**src/rtl/id_ex_stage.sv**
```systemverilog
// Decode-to-execute stage: MIPS decode to one-hot ALU op, operand select, valid/ready register.
// Define ID_EX_SKID_EN to add a 1-entry skid buffer so in_ready is registered.
module id_ex_stage #(
  parameter int DATA_WIDTH = 32,
  parameter int REG_ADDR_W = 5
) (
  input  logic                  clk,
  input  logic                  rst,
  input  logic                  flush,
  input  logic                  in_valid,
  output logic                  in_ready,
  input  logic [31:0]           in_inst,
  input  logic [DATA_WIDTH-1:0] in_pc,
  input  logic [DATA_WIDTH-1:0] in_rs_data,
  input  logic [DATA_WIDTH-1:0] in_rt_data,
  output logic                  out_valid,
  input  logic                  out_ready,
  output logic [DATA_WIDTH-1:0] out_alu_a,
  output logic [DATA_WIDTH-1:0] out_alu_b,
  output logic [15:0]           out_alu_op,
  output logic                  out_wb_en,
  output logic [REG_ADDR_W-1:0] out_wb_reg,
  output logic                  out_ov_trap,
  output logic                  out_mem_rd,
  output logic                  out_mem_wr,
  output logic [DATA_WIDTH-1:0] out_store_data,
  output logic [DATA_WIDTH-1:0] out_pc,
  output logic                  out_illegal
);
  localparam int OP_AND = 0,  OP_OR  = 1,  OP_ADD = 2,  OP_SUB = 3,  OP_SLT  = 4;
  localparam int OP_XOR = 5,  OP_NOR = 6,  OP_SLTU = 7, OP_SLL = 8,  OP_SRL  = 9;
  localparam int OP_SRA = 10, OP_LUI = 11, OP_PASS_A = 12;

  typedef struct packed {
    logic [DATA_WIDTH-1:0] a;
    logic [DATA_WIDTH-1:0] b;
    logic [15:0]           op;
    logic                  wb_en;
    logic [REG_ADDR_W-1:0] wb_reg;
    logic                  ov;
    logic                  mrd;
    logic                  mwr;
    logic [DATA_WIDTH-1:0] sd;
    logic [DATA_WIDTH-1:0] pc;
    logic                  ill;
  } ent_t;

  logic [5:0]            w_opc, w_funct;
  logic [4:0]            w_rt, w_rd, w_shamt, w_dest;
  logic [15:0]           w_imm;
  logic [DATA_WIDTH-1:0] w_sext, w_zext;
  logic                  w_legal, w_sw, w_unused_rs;
  ent_t                  w_dec, r_main;
  logic                  r_valid;

  assign w_opc       = in_inst[31:26];
  assign w_rt        = in_inst[20:16];
  assign w_rd        = in_inst[15:11];
  assign w_shamt     = in_inst[10:6];
  assign w_funct     = in_inst[5:0];
  assign w_imm       = in_inst[15:0];
  assign w_sext      = {{(DATA_WIDTH-16){w_imm[15]}}, w_imm};
  assign w_zext      = DATA_WIDTH'(w_imm);
  // rs operand arrives pre-read as in_rs_data; the index field itself is not needed
  assign w_unused_rs = ^in_inst[25:21];

  always_comb begin
    w_dec        = '0;
    w_legal      = 1'b1;
    w_sw         = 1'b0;
    w_dest       = (w_opc == 6'h00) ? w_rd : w_rt;
    w_dec.a      = in_rs_data;
    w_dec.b      = in_rt_data;
    w_dec.sd     = in_rt_data;
    w_dec.pc     = in_pc;
    w_dec.wb_reg = REG_ADDR_W'(w_dest);
    if (w_opc == 6'h00) begin
      case (w_funct)
        6'h20:   begin w_dec.op[OP_ADD] = 1'b1; w_dec.ov = 1'b1; end
        6'h21:   w_dec.op[OP_ADD]  = 1'b1;
        6'h22:   begin w_dec.op[OP_SUB] = 1'b1; w_dec.ov = 1'b1; end
        6'h23:   w_dec.op[OP_SUB]  = 1'b1;
        6'h24:   w_dec.op[OP_AND]  = 1'b1;
        6'h25:   w_dec.op[OP_OR]   = 1'b1;
        6'h26:   w_dec.op[OP_XOR]  = 1'b1;
        6'h27:   w_dec.op[OP_NOR]  = 1'b1;
        6'h2A:   w_dec.op[OP_SLT]  = 1'b1;
        6'h2B:   w_dec.op[OP_SLTU] = 1'b1;
        6'h00:   begin w_dec.op[OP_SLL] = 1'b1; w_dec.a = DATA_WIDTH'(w_shamt); end
        6'h02:   begin w_dec.op[OP_SRL] = 1'b1; w_dec.a = DATA_WIDTH'(w_shamt); end
        6'h03:   begin w_dec.op[OP_SRA] = 1'b1; w_dec.a = DATA_WIDTH'(w_shamt); end
        6'h04:   w_dec.op[OP_SLL]  = 1'b1;
        6'h06:   w_dec.op[OP_SRL]  = 1'b1;
        6'h07:   w_dec.op[OP_SRA]  = 1'b1;
        default: w_legal = 1'b0;
      endcase
    end else begin
      case (w_opc)
        6'h08:   begin w_dec.op[OP_ADD]  = 1'b1; w_dec.b = w_sext; w_dec.ov = 1'b1; end
        6'h09:   begin w_dec.op[OP_ADD]  = 1'b1; w_dec.b = w_sext; end
        6'h0A:   begin w_dec.op[OP_SLT]  = 1'b1; w_dec.b = w_sext; end
        6'h0B:   begin w_dec.op[OP_SLTU] = 1'b1; w_dec.b = w_sext; end
        6'h0C:   begin w_dec.op[OP_AND]  = 1'b1; w_dec.b = w_zext; end
        6'h0D:   begin w_dec.op[OP_OR]   = 1'b1; w_dec.b = w_zext; end
        6'h0E:   begin w_dec.op[OP_XOR]  = 1'b1; w_dec.b = w_zext; end
        6'h0F:   begin w_dec.op[OP_LUI]  = 1'b1; w_dec.b = w_zext; end
        6'h23:   begin w_dec.op[OP_ADD]  = 1'b1; w_dec.b = w_sext; w_dec.mrd = 1'b1; end
        6'h2B:   begin w_dec.op[OP_ADD]  = 1'b1; w_dec.b = w_sext; w_dec.mwr = 1'b1; w_sw = 1'b1; end
        default: w_legal = 1'b0;
      endcase
    end
    // undecodable words still flow downstream, as a side-effect-free PASS_A
    if (!w_legal) begin
      w_dec.op[OP_PASS_A] = 1'b1;
      w_dec.ill           = 1'b1;
    end
    w_dec.wb_en = w_legal && !w_sw && (w_dest != 5'd0);
  end

`ifdef ID_EX_SKID_EN
  ent_t r_skid;
  logic r_skid_vld;
  logic w_main_free, w_in_xfer;

  assign in_ready    = !r_skid_vld;
  assign w_main_free = !r_valid || out_ready;
  assign w_in_xfer   = in_valid && in_ready;

  always_ff @(posedge clk) begin
    if (rst) begin
      r_valid    <= 1'b0;
      r_main     <= '0;
      r_skid_vld <= 1'b0;
      r_skid     <= '0;
    end else if (flush) begin
      r_valid    <= 1'b0;
      r_skid_vld <= 1'b0;
    end else if (w_main_free) begin
      // a full skid implies in_ready=0, so it never races an incoming word
      if (r_skid_vld) begin
        r_main     <= r_skid;
        r_valid    <= 1'b1;
        r_skid_vld <= 1'b0;
      end else if (w_in_xfer) begin
        r_main  <= w_dec;
        r_valid <= 1'b1;
      end else begin
        r_valid <= 1'b0;
      end
    end else if (w_in_xfer) begin
      r_skid     <= w_dec;
      r_skid_vld <= 1'b1;
    end
  end
`else
  assign in_ready = !r_valid || out_ready;

  always_ff @(posedge clk) begin
    if (rst) begin
      r_valid <= 1'b0;
      r_main  <= '0;
    end else if (flush) begin
      r_valid <= 1'b0;
    end else if (in_valid && in_ready) begin
      r_main  <= w_dec;
      r_valid <= 1'b1;
    end else if (out_ready) begin
      r_valid <= 1'b0;
    end
  end
`endif

  assign out_valid      = r_valid;
  assign out_alu_a      = r_main.a;
  assign out_alu_b      = r_main.b;
  assign out_alu_op     = r_main.op;
  assign out_wb_en      = r_main.wb_en;
  assign out_wb_reg     = r_main.wb_reg;
  assign out_ov_trap    = r_main.ov;
  assign out_mem_rd     = r_main.mrd;
  assign out_mem_wr     = r_main.mwr;
  assign out_store_data = r_main.sd;
  assign out_pc         = r_main.pc;
  assign out_illegal    = r_main.ill;
endmodule

```
**config.mk**
```make
export PLATFORM = sky130hd
export DESIGN_NAME = id_ex_stage
export DESIGN_NICKNAME = d
export VERILOG_FILES = /design/src/rtl/id_ex_stage.sv
export SDC_FILE = /design/constraint.sdc
export NUM_CORES = 1
export LEC_CHECK = 0
export ABC_CLOCK_PERIOD_IN_PS = 1940
export CAP_MARGIN = 20
export CORE_AREA = 4 4 135 137
export DETAILED_ROUTE_END_ITERATION = 8
export DIE_AREA = 0 0 139 141
export HOLD_SLACK_MARGIN = 0.12
export PLACE_DENSITY = 0.75
export SLEW_MARGIN = 10
export SYNTH_ARGS = -nofsm -noshare
export SYNTH_HDL_FRONTEND = slang
export SYNTH_SLANG_ARGS = --single-unit
```
**constraint.sdc**
```tcl
create_clock -name clk -period 1.94 [get_ports clk]
set_input_delay 0.388 -clock clk [delete_from_list [all_inputs] [get_ports clk]]
set_output_delay 0.388 -clock clk [all_outputs]
set_load 0.05 [all_outputs]
```
==> metrics <==
Post-Syn Area 6170 um2; Area Growth Syn to Fin 59.8%; I/O pins slightly below 300; worst r2r src out_valid$_SDFFE_PP0P_; Finished Core Util 0.578; first-pass GRT wire length 32900 um; hold depth 2; share of layout cells above drive strength 1 0.148; Rows 48; post-synth top area share 0.490; R2R depth 5; worst reg2reg path endpoint out_alu_b[19]$_SDFFE_PP0P_; All-Layer GR Usage 0.207; clk buf depth 2; RSZ-0062 raised after global routing no; Relative slew margins 0.645; Hold Path Sink out_store_data[5]$_SDFFE_PP0P_; initial antenna violation count 0; Netlist cell types 40; die width 139 um; kind of critical path input port to flop; Max-Cap Viols 0; Max rail drop VDD roughly 550 uV; detailed placer's ending HPWL approximately 16000 um; Final TNS setup 0 ns; r2r setup slk 0.40 ns; Synth Warn # 0; CP Max Fanout 32; vias in the first global route 6125; worst skew pair latency slightly above 0.4 ns; P per Cell Area 849 nW/um2; CTS tree yes; Fmax 0.530 GHz; DRT iter0 DRCs 363; sequential cell area fraction in the yosys report 0.490; average size of a mapped cell 8.17 um2; Final nets 1165; IO buf count 280; Required @ worst endpoint approximately 2.2 ns; Critical Path Source Type input port; Final Hold Viols 0; post-CTS repair timing setup buffer count 0; DP Area 9390 um2; GP Congestion 0.881; H-Tree Depth 4; HP Class input port to flop; number of remaining DRC errors 0; design area approximately 9900 um2; Initial Utilization 0.362; hold_sp rst; Yosys reg bits 151; CP endpoint kind flop; iteration count of the initial detailed-routing pass 5; top cells by area, synth dfxtp_1 (49%), nand2_1 (13%), a21oi_1 (8.3%); Antenna Nets Post-Route 0; Die Height 141 um; Clk pin slew, worst setup/hold paths 0.06 ns; die area 19600 um2; vias post-DR 6438; final-layout fill cell count approximately 1600; core area 17100 um2; total wire length 21100 um; clock root buffer clkbuf_16; Leak 4.17 nW; number of cells produced by synthesis 755; area leader, netlist dfxtp_1; final setup violation count 0; top_reg_cell synth dfxtp_1; Worst EP arrival 2.17 ns; number of enable flip-flop cells after synthesis 0; max-slew violation count 0; WL per Instance 16.6 um; period utilisation layout 0.973; CTS sink cnt about 150; Register Area around 3000 um2; largest net degree at the start of global routing 48; minimum clock period 1.89 ns; GR Overflow Total 0; area of the multi-input gates 2830 um2; Diodes inserted 0; Post-synth ARST share 0; Worst Tran Pin Value 0.535 ns; final clock skew 0.00495 ns; vias per cell 5.07; Inserted Clock Buffers 17; status finished, final reports clean
==> cells by family after synthesis <==
kind of cell,Yosys count,synth area share
and+or+nand+nor,325,0.227
AOI/OAI and AO/OA,195,0.217
DFF,151,0.490
buffers and inverters,78,0.0572
muxes,5,0.00811
other,1,0.000608
==> layout make-up <==
cell class,instances,share of cell area
clock buffers,21,0.0457
clock inverters,11,0.0151
inverters,5,0.00190
multi-input cells,528,0.287
flip-flops and latches,151,0.307
well taps,225,0.0286
repair buffers,329,0.315
==> worst max path at each step <==
| stage | to | start | cells after the start | slack [ns] |
|---|---|---|---|---|
| after floorplan | out_alu_a[2]$_SDFFE_PP0P_ | in_inst[29] | 8 | -0.04 |
| after global placement | out_alu_a[14]$_SDFFE_PP0P_ | in_inst[27] | 6 | -0.34 |
| after detailed placement | out_alu_a[1]$_SDFFE_PP0P_ | in_inst[27] | 6 | -0.38 |
| after CTS | out_valid | out_valid$_SDFFE_PP0P_ | 1 | 0.005 |
| after global routing | in_ready | out_ready | 5 | 0.01 |
| final | out_alu_a[1]$_SDFFE_PP0P_ | in_inst[27] | 6 | 0.05 |
==> Yosys cell counts, types with 2 or more instances <==
cell        n
o21a_1      2
o211ai_1    2
nor3_1      9
mux2i_1     5
nand3_1    27
nor4_1      3
nand2b_1    5
nor2_1     39
or3_1       2
nand4_1     8
nor3_2      2
nand2_1   214
inv_1       5
buf_2       6
a211oi_1    8
o211ai_2   27
nor2b_1     4
dfxtp_1   151
a31oi_1    17
a21oi_1   102
nand4b_1    3
o21ai_1     6
clkbuf_1   57
buf_4       4
buf_6       5
a311oi_1   26
nand3b_1    3
==> cell usage in the layout (no fill, tap or decap), drive strengths merged, types with 26 or more instances in the layout <==
master,count
dlygate4sd2,113
nand2,214
a311oi,26
o211ai,29
a21oi,102
clkdlybuf4s50,126
nor2,39
buf,89
dfxtp,151
nand3,27
==> critical path: stages <==
cell             delay, ns
clkdlybuf4s50_1       0.42
or4_4                 0.53
or3_1                 0.36
buf_12                0.20
o21ai_1               0.17
a311oi_1              0.10
==> repair_timing <==
item | CTS | global route
gates resized for setup | 113 | 2
setup endpoints to repair | 113 | 2
endpoints found under the hold margin | 0 | 0
hold buffers | 0 | 0
pin swaps | 0 | 0
==> power by group <==
part	switching, mW	internal [mW]	total [mW]
Clock	1.30	2.06	3.37
Combinational	1.06	0.610	1.67
Sequential	0.0728	3.25	3.33
Total	2.44	5.93	8.37
==> per-layer routing <==
layer  wire length [um]  GRT usage
met2              10100      0.342
met4                646     0.0778
met5                  0          0
met3               1660     0.0712
met1               8670      0.251
==> through the flow <==
step	instances	hold WS (ns)	power [mW]	setup WS, ns
after global routing	1270	0.408	8.71	0.00984
after CTS	1270	0.388	8.46	0.00533
after detailed placement	1238	0.444	5.16	-0.378
after global placement	1238	0.437	5.14	-0.339
final	1270	0.409	8.37	0.0519
after floorplan	757	0.460	4.36	-0.0438
(Power assumes the default switching activity.)
